==> src/rtl/can_arb_pkg.sv <==
// Shared types and counter widths for the CAN TX push-port arbiter.
package can_arb_pkg;

    localparam int unsigned SENT_CNT_W = 16;
    localparam int unsigned GAP_CNT_W  = 16;

    typedef enum logic [1:0] {
        IDLE = 2'd0,
        SEND = 2'd1,
        GAP  = 2'd2
    } arb_state_t;

endpackage

==> src/rtl/can_tx_arbiter_if.sv <==
// Requester and CAN TX-buffer push-port bundle for can_tx_arbiter.
interface can_tx_arbiter_if #(
    parameter int unsigned N_REQ = 4,
    parameter int unsigned DW    = 64
);
    import can_arb_pkg::*;

    localparam int unsigned IDW = $clog2(N_REQ);

    logic [N_REQ-1:0]      req_valid;
    logic [N_REQ-1:0]      req_ready;
    logic [N_REQ*DW-1:0]   req_data;
    logic                  tx_valid;
    logic                  tx_ready;
    logic [DW-1:0]         tx_data;
    logic [IDW-1:0]        grant_id;
    logic                  busy;
    logic [SENT_CNT_W-1:0] sent_cnt;

    // Arbiter side
    modport slave (
        input  req_valid, req_data, tx_ready,
        output req_ready, tx_valid, tx_data, grant_id, busy, sent_cnt
    );

    // Requesters plus CAN controller side
    modport master (
        output req_valid, req_data, tx_ready,
        input  req_ready, tx_valid, tx_data, grant_id, busy, sent_cnt
    );

endinterface

==> src/rtl/can_rr_picker.sv <==
// Combinational round-robin scan starting at rr_ptr_i.
// CAN_TX_ARB_HIPRI_EN: requester 0 overrides the scan whenever it is valid.
module can_rr_picker
    import can_arb_pkg::*;
#(
    parameter int unsigned N_REQ = 4
) (
    input  logic [N_REQ-1:0]         req_valid_i,
    input  logic [$clog2(N_REQ)-1:0] rr_ptr_i,
    output logic [N_REQ-1:0]         grant_o,
    output logic [$clog2(N_REQ)-1:0] grant_idx_o
);
    localparam int unsigned IW = $clog2(N_REQ);

`ifdef CAN_TX_ARB_HIPRI_EN
    localparam bit HIPRI = 1'b1;
`else
    localparam bit HIPRI = 1'b0;
`endif

    logic          found;
    logic [IW-1:0] idx;

    always_comb begin
        grant_o     = '0;
        grant_idx_o = '0;
        found       = 1'b0;
        idx         = '0;
        if (HIPRI && req_valid_i[0]) begin
            grant_o[0] = 1'b1;
            found      = 1'b1;
        end
        // First valid requester at or above the pointer, wrapping modulo N_REQ
        for (int unsigned k = 0; k < N_REQ; k++) begin
            idx = IW'((32'(rr_ptr_i) + k) % N_REQ);
            if (!found && req_valid_i[idx] && !(HIPRI && idx == '0)) begin
                grant_o[idx] = 1'b1;
                grant_idx_o  = idx;
                found        = 1'b1;
            end
        end
    end

endmodule

==> src/rtl/can_tx_arbiter.sv <==
// Round-robin arbiter sharing the CAN TX-buffer push port among N_REQ requesters.
// CAN_TX_ARB_HIPRI_EN: requester 0 is strict high priority and does not advance rr_ptr.
module can_tx_arbiter
    import can_arb_pkg::*;
#(
    parameter int unsigned N_REQ      = 4,
    parameter int unsigned DW         = 64,
    parameter int unsigned GAP_CYCLES = 16
) (
    input  logic             clk,
    input  logic             rst,
    can_tx_arbiter_if.slave  arb_if
);
    localparam int unsigned IDW = $clog2(N_REQ);

    arb_state_t            state_q, state_d;
    logic                  tx_valid_q, tx_valid_d;
    logic [DW-1:0]         tx_data_q, tx_data_d;
    logic [IDW-1:0]        grant_id_q, grant_id_d;
    logic [IDW-1:0]        rr_ptr_q, rr_ptr_d;
    logic                  busy_q, busy_d;
    logic [SENT_CNT_W-1:0] sent_cnt_q, sent_cnt_d;
    logic [GAP_CNT_W-1:0]  gap_cnt_q, gap_cnt_d;

    logic [N_REQ-1:0]      grant;
    logic [IDW-1:0]        grant_idx;
    logic [DW-1:0]         win_word;
    logic [N_REQ-1:0]      req_ready_c;
    logic                  rr_adv;

    can_rr_picker #(.N_REQ(N_REQ)) u_picker (
        .req_valid_i (arb_if.req_valid),
        .rr_ptr_i    (rr_ptr_q),
        .grant_o     (grant),
        .grant_idx_o (grant_idx)
    );

`ifdef CAN_TX_ARB_HIPRI_EN
    assign rr_adv = (grant_id_q != '0);
`else
    assign rr_adv = 1'b1;
`endif

    // Winner's word selected by the one-hot grant
    always_comb begin
        win_word = '0;
        for (int unsigned i = 0; i < N_REQ; i++) begin
            if (grant[i]) win_word = arb_if.req_data[i*DW +: DW];
        end
    end

    always_comb begin
        state_d     = state_q;
        tx_valid_d  = tx_valid_q;
        tx_data_d   = tx_data_q;
        grant_id_d  = grant_id_q;
        rr_ptr_d    = rr_ptr_q;
        sent_cnt_d  = sent_cnt_q;
        gap_cnt_d   = gap_cnt_q;
        req_ready_c = '0;
        case (state_q)
            IDLE: begin
                req_ready_c = rst ? '0 : grant;
                if (|grant) begin
                    tx_data_d  = win_word;
                    grant_id_d = grant_idx;
                    tx_valid_d = 1'b1;
                    state_d    = SEND;
                end
            end
            SEND: begin
                if (tx_valid_q && arb_if.tx_ready) begin
                    tx_valid_d = 1'b0;
                    sent_cnt_d = sent_cnt_q + SENT_CNT_W'(1);
                    if (rr_adv) rr_ptr_d = IDW'((32'(grant_id_q) + 1) % N_REQ);
                    if (GAP_CYCLES == 0) begin
                        state_d = IDLE;
                    end else begin
                        gap_cnt_d = GAP_CNT_W'(GAP_CYCLES - 1);
                        state_d   = GAP;
                    end
                end
            end
            GAP: begin
                if (gap_cnt_q == '0) state_d = IDLE;
                else                 gap_cnt_d = gap_cnt_q - GAP_CNT_W'(1);
            end
            default: state_d = IDLE;
        endcase
        busy_d = (state_d != IDLE);
    end

    always_ff @(posedge clk or posedge rst) begin
        if (rst) begin
            state_q    <= IDLE;
            tx_valid_q <= 1'b0;
            tx_data_q  <= '0;
            grant_id_q <= '0;
            rr_ptr_q   <= '0;
            busy_q     <= 1'b0;
            sent_cnt_q <= '0;
            gap_cnt_q  <= '0;
        end else begin
            state_q    <= state_d;
            tx_valid_q <= tx_valid_d;
            tx_data_q  <= tx_data_d;
            grant_id_q <= grant_id_d;
            rr_ptr_q   <= rr_ptr_d;
            busy_q     <= busy_d;
            sent_cnt_q <= sent_cnt_d;
            gap_cnt_q  <= gap_cnt_d;
        end
    end

    assign arb_if.req_ready = req_ready_c;
    assign arb_if.tx_valid  = tx_valid_q;
    assign arb_if.tx_data   = tx_data_q;
    assign arb_if.grant_id  = grant_id_q;
    assign arb_if.busy      = busy_q;
    assign arb_if.sent_cnt  = sent_cnt_q;

endmodule

==> src/flat_wrapper.sv <==
// flat-port wrapper written by rule: the top's interface ports become plain ports
module can_tx_arbiter_flat import can_arb_pkg::*;
#(
    parameter int unsigned N_REQ      = 4,
    parameter int unsigned DW         = 64,
    parameter int unsigned GAP_CYCLES = 16
)
  (clk, rst, arb_if_req_valid, arb_if_req_data, arb_if_tx_ready, arb_if_req_ready, arb_if_tx_valid, arb_if_tx_data, arb_if_grant_id, arb_if_busy, arb_if_sent_cnt);
  can_tx_arbiter_if #(.N_REQ(N_REQ), .DW(DW)) arb_if_i ();
  input  logic clk;
  input  logic rst;
  input wire logic [$bits(arb_if_i.req_valid)-1:0] arb_if_req_valid;
  input wire logic [$bits(arb_if_i.req_data)-1:0] arb_if_req_data;
  input wire logic [$bits(arb_if_i.tx_ready)-1:0] arb_if_tx_ready;
  output wire logic [$bits(arb_if_i.req_ready)-1:0] arb_if_req_ready;
  output wire logic [$bits(arb_if_i.tx_valid)-1:0] arb_if_tx_valid;
  output wire logic [$bits(arb_if_i.tx_data)-1:0] arb_if_tx_data;
  output wire logic [$bits(arb_if_i.grant_id)-1:0] arb_if_grant_id;
  output wire logic [$bits(arb_if_i.busy)-1:0] arb_if_busy;
  output wire logic [$bits(arb_if_i.sent_cnt)-1:0] arb_if_sent_cnt;
  assign arb_if_i.req_valid = arb_if_req_valid;
  assign arb_if_i.req_data = arb_if_req_data;
  assign arb_if_i.tx_ready = arb_if_tx_ready;
  assign arb_if_req_ready = arb_if_i.req_ready;
  assign arb_if_tx_valid = arb_if_i.tx_valid;
  assign arb_if_tx_data = arb_if_i.tx_data;
  assign arb_if_grant_id = arb_if_i.grant_id;
  assign arb_if_busy = arb_if_i.busy;
  assign arb_if_sent_cnt = arb_if_i.sent_cnt;
  can_tx_arbiter #(.N_REQ(N_REQ), .DW(DW), .GAP_CYCLES(GAP_CYCLES)) u_core (.clk(clk), .rst(rst), .arb_if(arb_if_i));
endmodule
==> config.mk <==
export PLATFORM = sky130hd
export DESIGN_NAME = can_tx_arbiter_flat
export DESIGN_NICKNAME = d
export VERILOG_FILES = /design/src/rtl/can_arb_pkg.sv /design/src/rtl/can_tx_arbiter_if.sv /design/src/rtl/can_rr_picker.sv /design/src/rtl/can_tx_arbiter.sv /design/src/flat_wrapper.sv
export SDC_FILE = /design/constraint.sdc
export NUM_CORES = 1
export LEC_CHECK = 0
export BUFFER_PORTS_ARGS = -buffer_cell sky130_fd_sc_hd__buf_2
export CAP_MARGIN = 15
export CORE_AREA = 2 2 135 137
export CTS_CLUSTER_DIAMETER = 80
export DETAILED_ROUTE_END_ITERATION = 8
export DIE_AREA = 0 0 137 139
export HOLD_SLACK_MARGIN = 0.05
export PLACE_DENSITY = 0.76
export SYNTH_ARGS = -nofsm -noshare
export SYNTH_HDL_FRONTEND = slang
export SYNTH_SLANG_ARGS = --single-unit
==> constraint.sdc <==
create_clock -name clk -period 6.2 [get_ports clk]
set_input_delay 0.62 -clock clk [delete_from_list [all_inputs] [get_ports clk]]
set_output_delay 0.62 -clock clk [all_outputs]
set_load 0.01 [all_outputs]
After elaboration in Yosys (flattened, before gate mapping):

Index checks and enable logic that the tools add are counted.

* register bits: 104
* bits of input ports: 263
* output and inout port bits: 88
* word-level logic and storage cells: 94

* add/subtract/negate cells: 6
* $lt $le $gt $ge: 8
* equality and inequality tests: 5
* multiplexer cells: 43
* bitwise gates (word level): 3
* reduce and logical (&&, ||, !) cells: 21

Operators by type and width (count)
* 64-bit 2-to-1 mux: 4
* 16-bit 2-to-1 mux: 2
* 16-bit one-hot mux with 2 select lines: 1
* 4-bit 2-to-1 mux: 6
* 16-bit by 1-bit adder with 16-bit output (second input constant): 1
* 16-bit logical NOT: 1
* 16-bit by 1-bit subtractor with 16-bit output (second input constant): 1
* 2-bit 2-to-1 mux: 7
* 1-bit 2-to-1 mux: 13
* 2-bit by 3-bit < comparator with 1-bit output (second input constant): 4
* 4-bit bitwise OR: 3
* 1-bit binary-select mux with 2-bit select: 4
* 1-bit demux with 2-bit select: 4
* 2-bit by 1-bit greater-or-equal comparator with 1-bit output (second input constant): 4
* 1-bit logical AND: 8
* 2-bit one-hot mux with 3 select lines: 1
* 3-bit AND reduction: 2
* 2-bit nonzero test: 3
* 2-bit by 1-bit adder with 2-bit output (second input constant): 2
* 2-bit adder (second input constant): 2
* 2-bit by 1-bit inequality test with 1-bit output (second input constant): 2
* 2-bit AND reduction: 2
* 4-bit OR reduction: 1
* 1-bit logical NOT: 3
* other kinds (5): 5

Longest topological paths before layout:

* depth in word-level cells: 16
* gate-level depth with buffers: 13
* mapped depth without buffers: 9

Modules after synthesis:

A second synthesis with hierarchy kept.

* cells, all modules: 738
* area total of the unflattened synthesis: 6433.7 µm²

By module, submodules not included
* can_tx_arbiter: instances 1, cells an instance 692, area an instance 6014.5 µm², seq. area each 2602.5 µm²
* can_rr_picker: instances 1, cells an instance 46, area an instance 419.2 µm², seq. area each 0.0 µm²

Least setup slack after synthesis:

Ideal clock, no wire load.

* kind: register to output
* from: register u_core.rr_ptr_q[0]
* to: output arb_if_req_ready[3]
* arrival time: 2.690 ns
* data required time: 5.580 ns
* slack: 2.890 ns
* stages on the path, launching flop included: 10
* path buffers: 3
* cells stage by stage: dfrtp_1 buf_2 inv_1 ha_1 buf_2 mux4_2 a221o_1 and2_4 clkbuf_1 nor2_1

* word-level cells in the longest chain between the ends: 14
* elaborated cells between the ends (all ways): 49
* those cells by class: add/sub (3); order compare (8); mux (25); bitwise (3); reduce/logical (10)

RTL lines
* from (decl): line can_tx_arbiter.sv:20 `logic [IDW-1:0] rr_ptr_q, rr_ptr_d;`
* from (signal assigned): line can_tx_arbiter.sv:108 `rr_ptr_q <= rr_ptr_d;`
* branches (longest 11 deep; another with 2-bit by 3-bit < comparator with 1-bit output)
* 4-bit 2-to-1 mux *: line can_rr_picker.sv:36 `if (!found && req_valid_i[idx] && !(HIPRI && idx == '0)) begin`
* 4-bit 2-to-1 mux *: line can_tx_arbiter.sv:63 `req_ready_c = rst ? '0 : grant;`
* 4-bit 2-to-1 mux *: line can_tx_arbiter.sv:61 `case (state_q)`
* to (decl): line flat_wrapper.sv:15 `output wire logic [$bits(arb_if_i.req_ready)-1:0] arb_if_req_ready;`

Mark *: on every way between the ends. The select of a mux whose other input is x is not followed.

Final worst setup path:

* from: register u_core.rr_ptr_q[0]
* to: output arb_if_req_ready[2]

Same word-level chain as after synthesis.

==> impl_metrics.tcl <==
set metrics [dict create \
    h-tree-depth 3 \
    ant_nets 0 \
    die_h_um 139 \
    numCtsBuffers 9 \
    clk_pin_slew_ps 70 \
    dieArea_um2 19000 \
    slew_viol_final 0 \
    p_sw_mw 2.48 \
    criticalPathCategory "reg -> out" \
    r2r_cells 10 \
    wl_met1_um 8710 \
    fin_crit_sh_pct 69.4 \
    finalCriticalPeriod_ps 4300 \
    startpoint_type "register" \
    ioPinCount 351 \
    crit_start "u_core.rr_ptr_q[0]" \
    cts_setup_buffers 0 \
    finalSetupViolCount 0 \
    cts_hold_buffers 0 \
    max_slew_margin_pct 38.6 \
    rsz0062_at_grt "false" \
    hold_path.class "in -> async" \
    hpwl_um 16200 \
    insertion_delay_ps 350 \
    grt_overflow 0 \
    status "finished, final reports clean" \
    worstPathRequired_ps 5580 \
    rows 49 \
    dr.pass1.iters 5 \
    start_util_pct 35.7 \
    cts_tree "done" \
    synth_cells 678 \
    wl_per_cell_um 18.0 \
    tightest_slew_ps 919 \
    r2r-start "u_core.rr_ptr_q[0]" \
    p_per_area_nw_per_um2 597 \
    cts_buffer_depth 2 \
    cap_violations 0 \
    fillers 1706 \
    avgSynthCellArea_um2 9.29 \
    drive_gt1_share_pct 39.4 \
    grt_usage_pct 22.2 \
    reg2reg_to "u_core.arb_if.tx_data[51]" \
    antenna_found_initial 1 \
    core-area_um2 17700 \
    post-route-cell-area_um2 8410 \
    skew_ps 11.1 \
    synth-edff-count 0 \
    synth_cell_types 50 \
    clock-sinks 104 \
    peakVddDrop_mv 0.374 \
    synth_area_um2 6300 \
    via_per_inst 5.69 \
    routed_wl_um 22100 \
    synth_seq_area_share_pct 41.3 \
    numPortBuffers 350 \
    cts-resized-gates 0 \
    power.internal_mw 2.54 \
    synthToLayoutAreaGrowth_pct 33.6 \
    wl_met2_um 10900 \
    seq_power_share_pct 23.0 \
    ys_async_sr_fraction_pct 100 \
    dr_wl_met3_um 1860 \
    place_congestion 0.953 \
    combPwrFrac_pct 66.2 \
    final_nets 1261 \
    arrival_ps 3680 \
    post_dp_cell_area_um2 8140 \
    endpoint_kind "output pin" \
    drt_iter0_markers 414 \
    grt_start_max_net_pins 135 \
    setup_tns_ps 0 \
    ys.flop_type "dfrtp_1" \
    synth_fp_nets 949 \
    via_count 6965 \
    die_x_um 137 \
    rrSetupSlack_ps 2030 \
    cts_root_buffer "clkbuf_16" \
    grt_pass1_vias 6548 \
    final_common_cell "buf_2" \
    p_clk_share_pct 10.8 \
    sw_frac_of_total_pct 49.4 \
    p_leak_nw 3.82 \
    critPathMaxFanout 33 \
    drc 0 \
    fmax_mhz 232 \
    hold_violations 0 \
    highest_layer "met4" \
    yosysWarnings 0 \
    synth_seq_cells 104 \
    layout_common_cells "350 x buf_2, 104 x dfrtp_1, 87 x nor2_1" \
    grt_pass1_wl_um 33300 \
]
-- flip-flops by register name (all words and copies together) (netlist names) --
register                count
u_core.arb_if.tx_valid      1
u_core.gap_cnt_q           16
u_core.arb_if.busy          1
u_core.arb_if.sent_cnt     16
u_core.arb_if.grant_id      2
u_core.arb_if.tx_data      64
u_core.rr_ptr_q             2
u_core.state_q              2
-- power groups by stage --
stage | clock (mW) | sequential [mW] | combinational, mW
global placement | 0 | 1.16 | 3.26
global route | 0.586 | 1.19 | 3.65
finish | 0.545 | 1.16 | 3.32
CTS | 0.562 | 1.15 | 3.32
floorplan | 0 | 1.25 | 2.36
detailed placement | 0 | 1.16 | 3.31
-- critical path, stage by stage, from the launching register on --
cell and delay (ps):
dfrtp_1 700, inv_1 170, ha_1 480, mux4_2 640, a21oi_1 180, a21oi_1 120
nor2_4 730, nor2_1 130, buf_2 180
-- per-layer routing --
layer | vias up | track usage (%)
met4 | 0 | 8.84
met3 | 56 | 4.57
met5 | - | 0
li1 | 3263 | -
met2 | 396 | 37.6
met1 | 3250 | 27.4
-- cell usage after synthesis, types with 2 or more instances --
library cell	count	area (um2)
buf_4	8	60.1
clkbuf_1	32	120
nand3_1	6	30.0
nand2_1	29	109
nor3b_1	2	15.0
or4_1	3	22.5
and3_1	2	12.5
nor3_1	7	35.0
nor2b_1	2	12.5
a21oi_1	10	50.1
buf_2	14	70.1
xnor2_1	21	184
or3_1	4	25.0
a221o_1	66	661
nor2_1	88	330
nand4_1	5	31.3
dfrtp_1	104	2600
ha_1	8	100
xor2_1	6	52.6
mux4_2	4	90.1
and2_1	3	18.8
mux2_2	2	22.5
nor4_1	4	25.0
nand2b_1	3	18.8
buf_6	5	56.3
o211ai_1	67	503
o21ai_0	73	365
o21a_1	2	15.0
inv_1	13	48.8
a31oi_1	64	400
or2_2	2	12.5
-- worst max-delay path by stage --
| stage | to | cells after the start |
|---|---|---|
| floorplan | u_core.arb_if.busy | 1 |
| global placement | u_core.arb_if.tx_data[61] | 10 |
| detailed placement | u_core.arb_if.tx_data[51] | 10 |
| CTS | arb_if_req_ready[2] | 8 |
| global route | arb_if_req_ready[2] | 8 |
| finish | arb_if_req_ready[2] | 8 |
-- cells by family after synthesis --
| family | count (synthesis) | share of synthesized area, % |
|---|---|---|
| AO/OA/AOI/OAI | 294 | 33.7 |
| XOR/XNOR | 27 | 3.76 |
| adder cells (fa/ha/maj) | 8 | 1.59 |
| buffers and inverters | 72 | 5.64 |
| flip-flops | 104 | 41.3 |
| multiplexers | 7 | 1.95 |
| AND/OR/NAND/NOR | 166 | 12.0 |
-- layout make-up --
cell class              instances  area [um2]  area share [%]
well taps                     229         287            3.41
diodes                          1        2.50          0.0298
clock inverters                 4        30.0           0.357
multi-input cells             502        3360            39.9
clock buffers                  11         243            2.89
flip-flops and latches        104        2600            30.9
repair buffers                360        1840            21.9
inverters                      13        51.3           0.610
-- per-stage QoR --
| stage | power [mW] | setup WS [ps] | hold WS, ps | util [%] | instances |
|---|---|---|---|---|---|
| 2_1_floorplan | 3.61 | 2850 | 462 | - | 678 |
| 3_3_place_gp | 4.41 | 2180 | 457 | 46.1 | 1208 |
| 3_5_place_dp | 4.47 | 2060 | 462 | 46.1 | 1208 |
| 4_1_cts | 5.03 | 1880 | 372 | 47.6 | 1223 |
| 5_1_grt | 5.42 | 1620 | 405 | 47.6 | 1224 |
| 6_report | 5.02 | 1900 | 355 | 47.6 | 1224 |
Note: power is estimated with default switching activity, not from simulation.
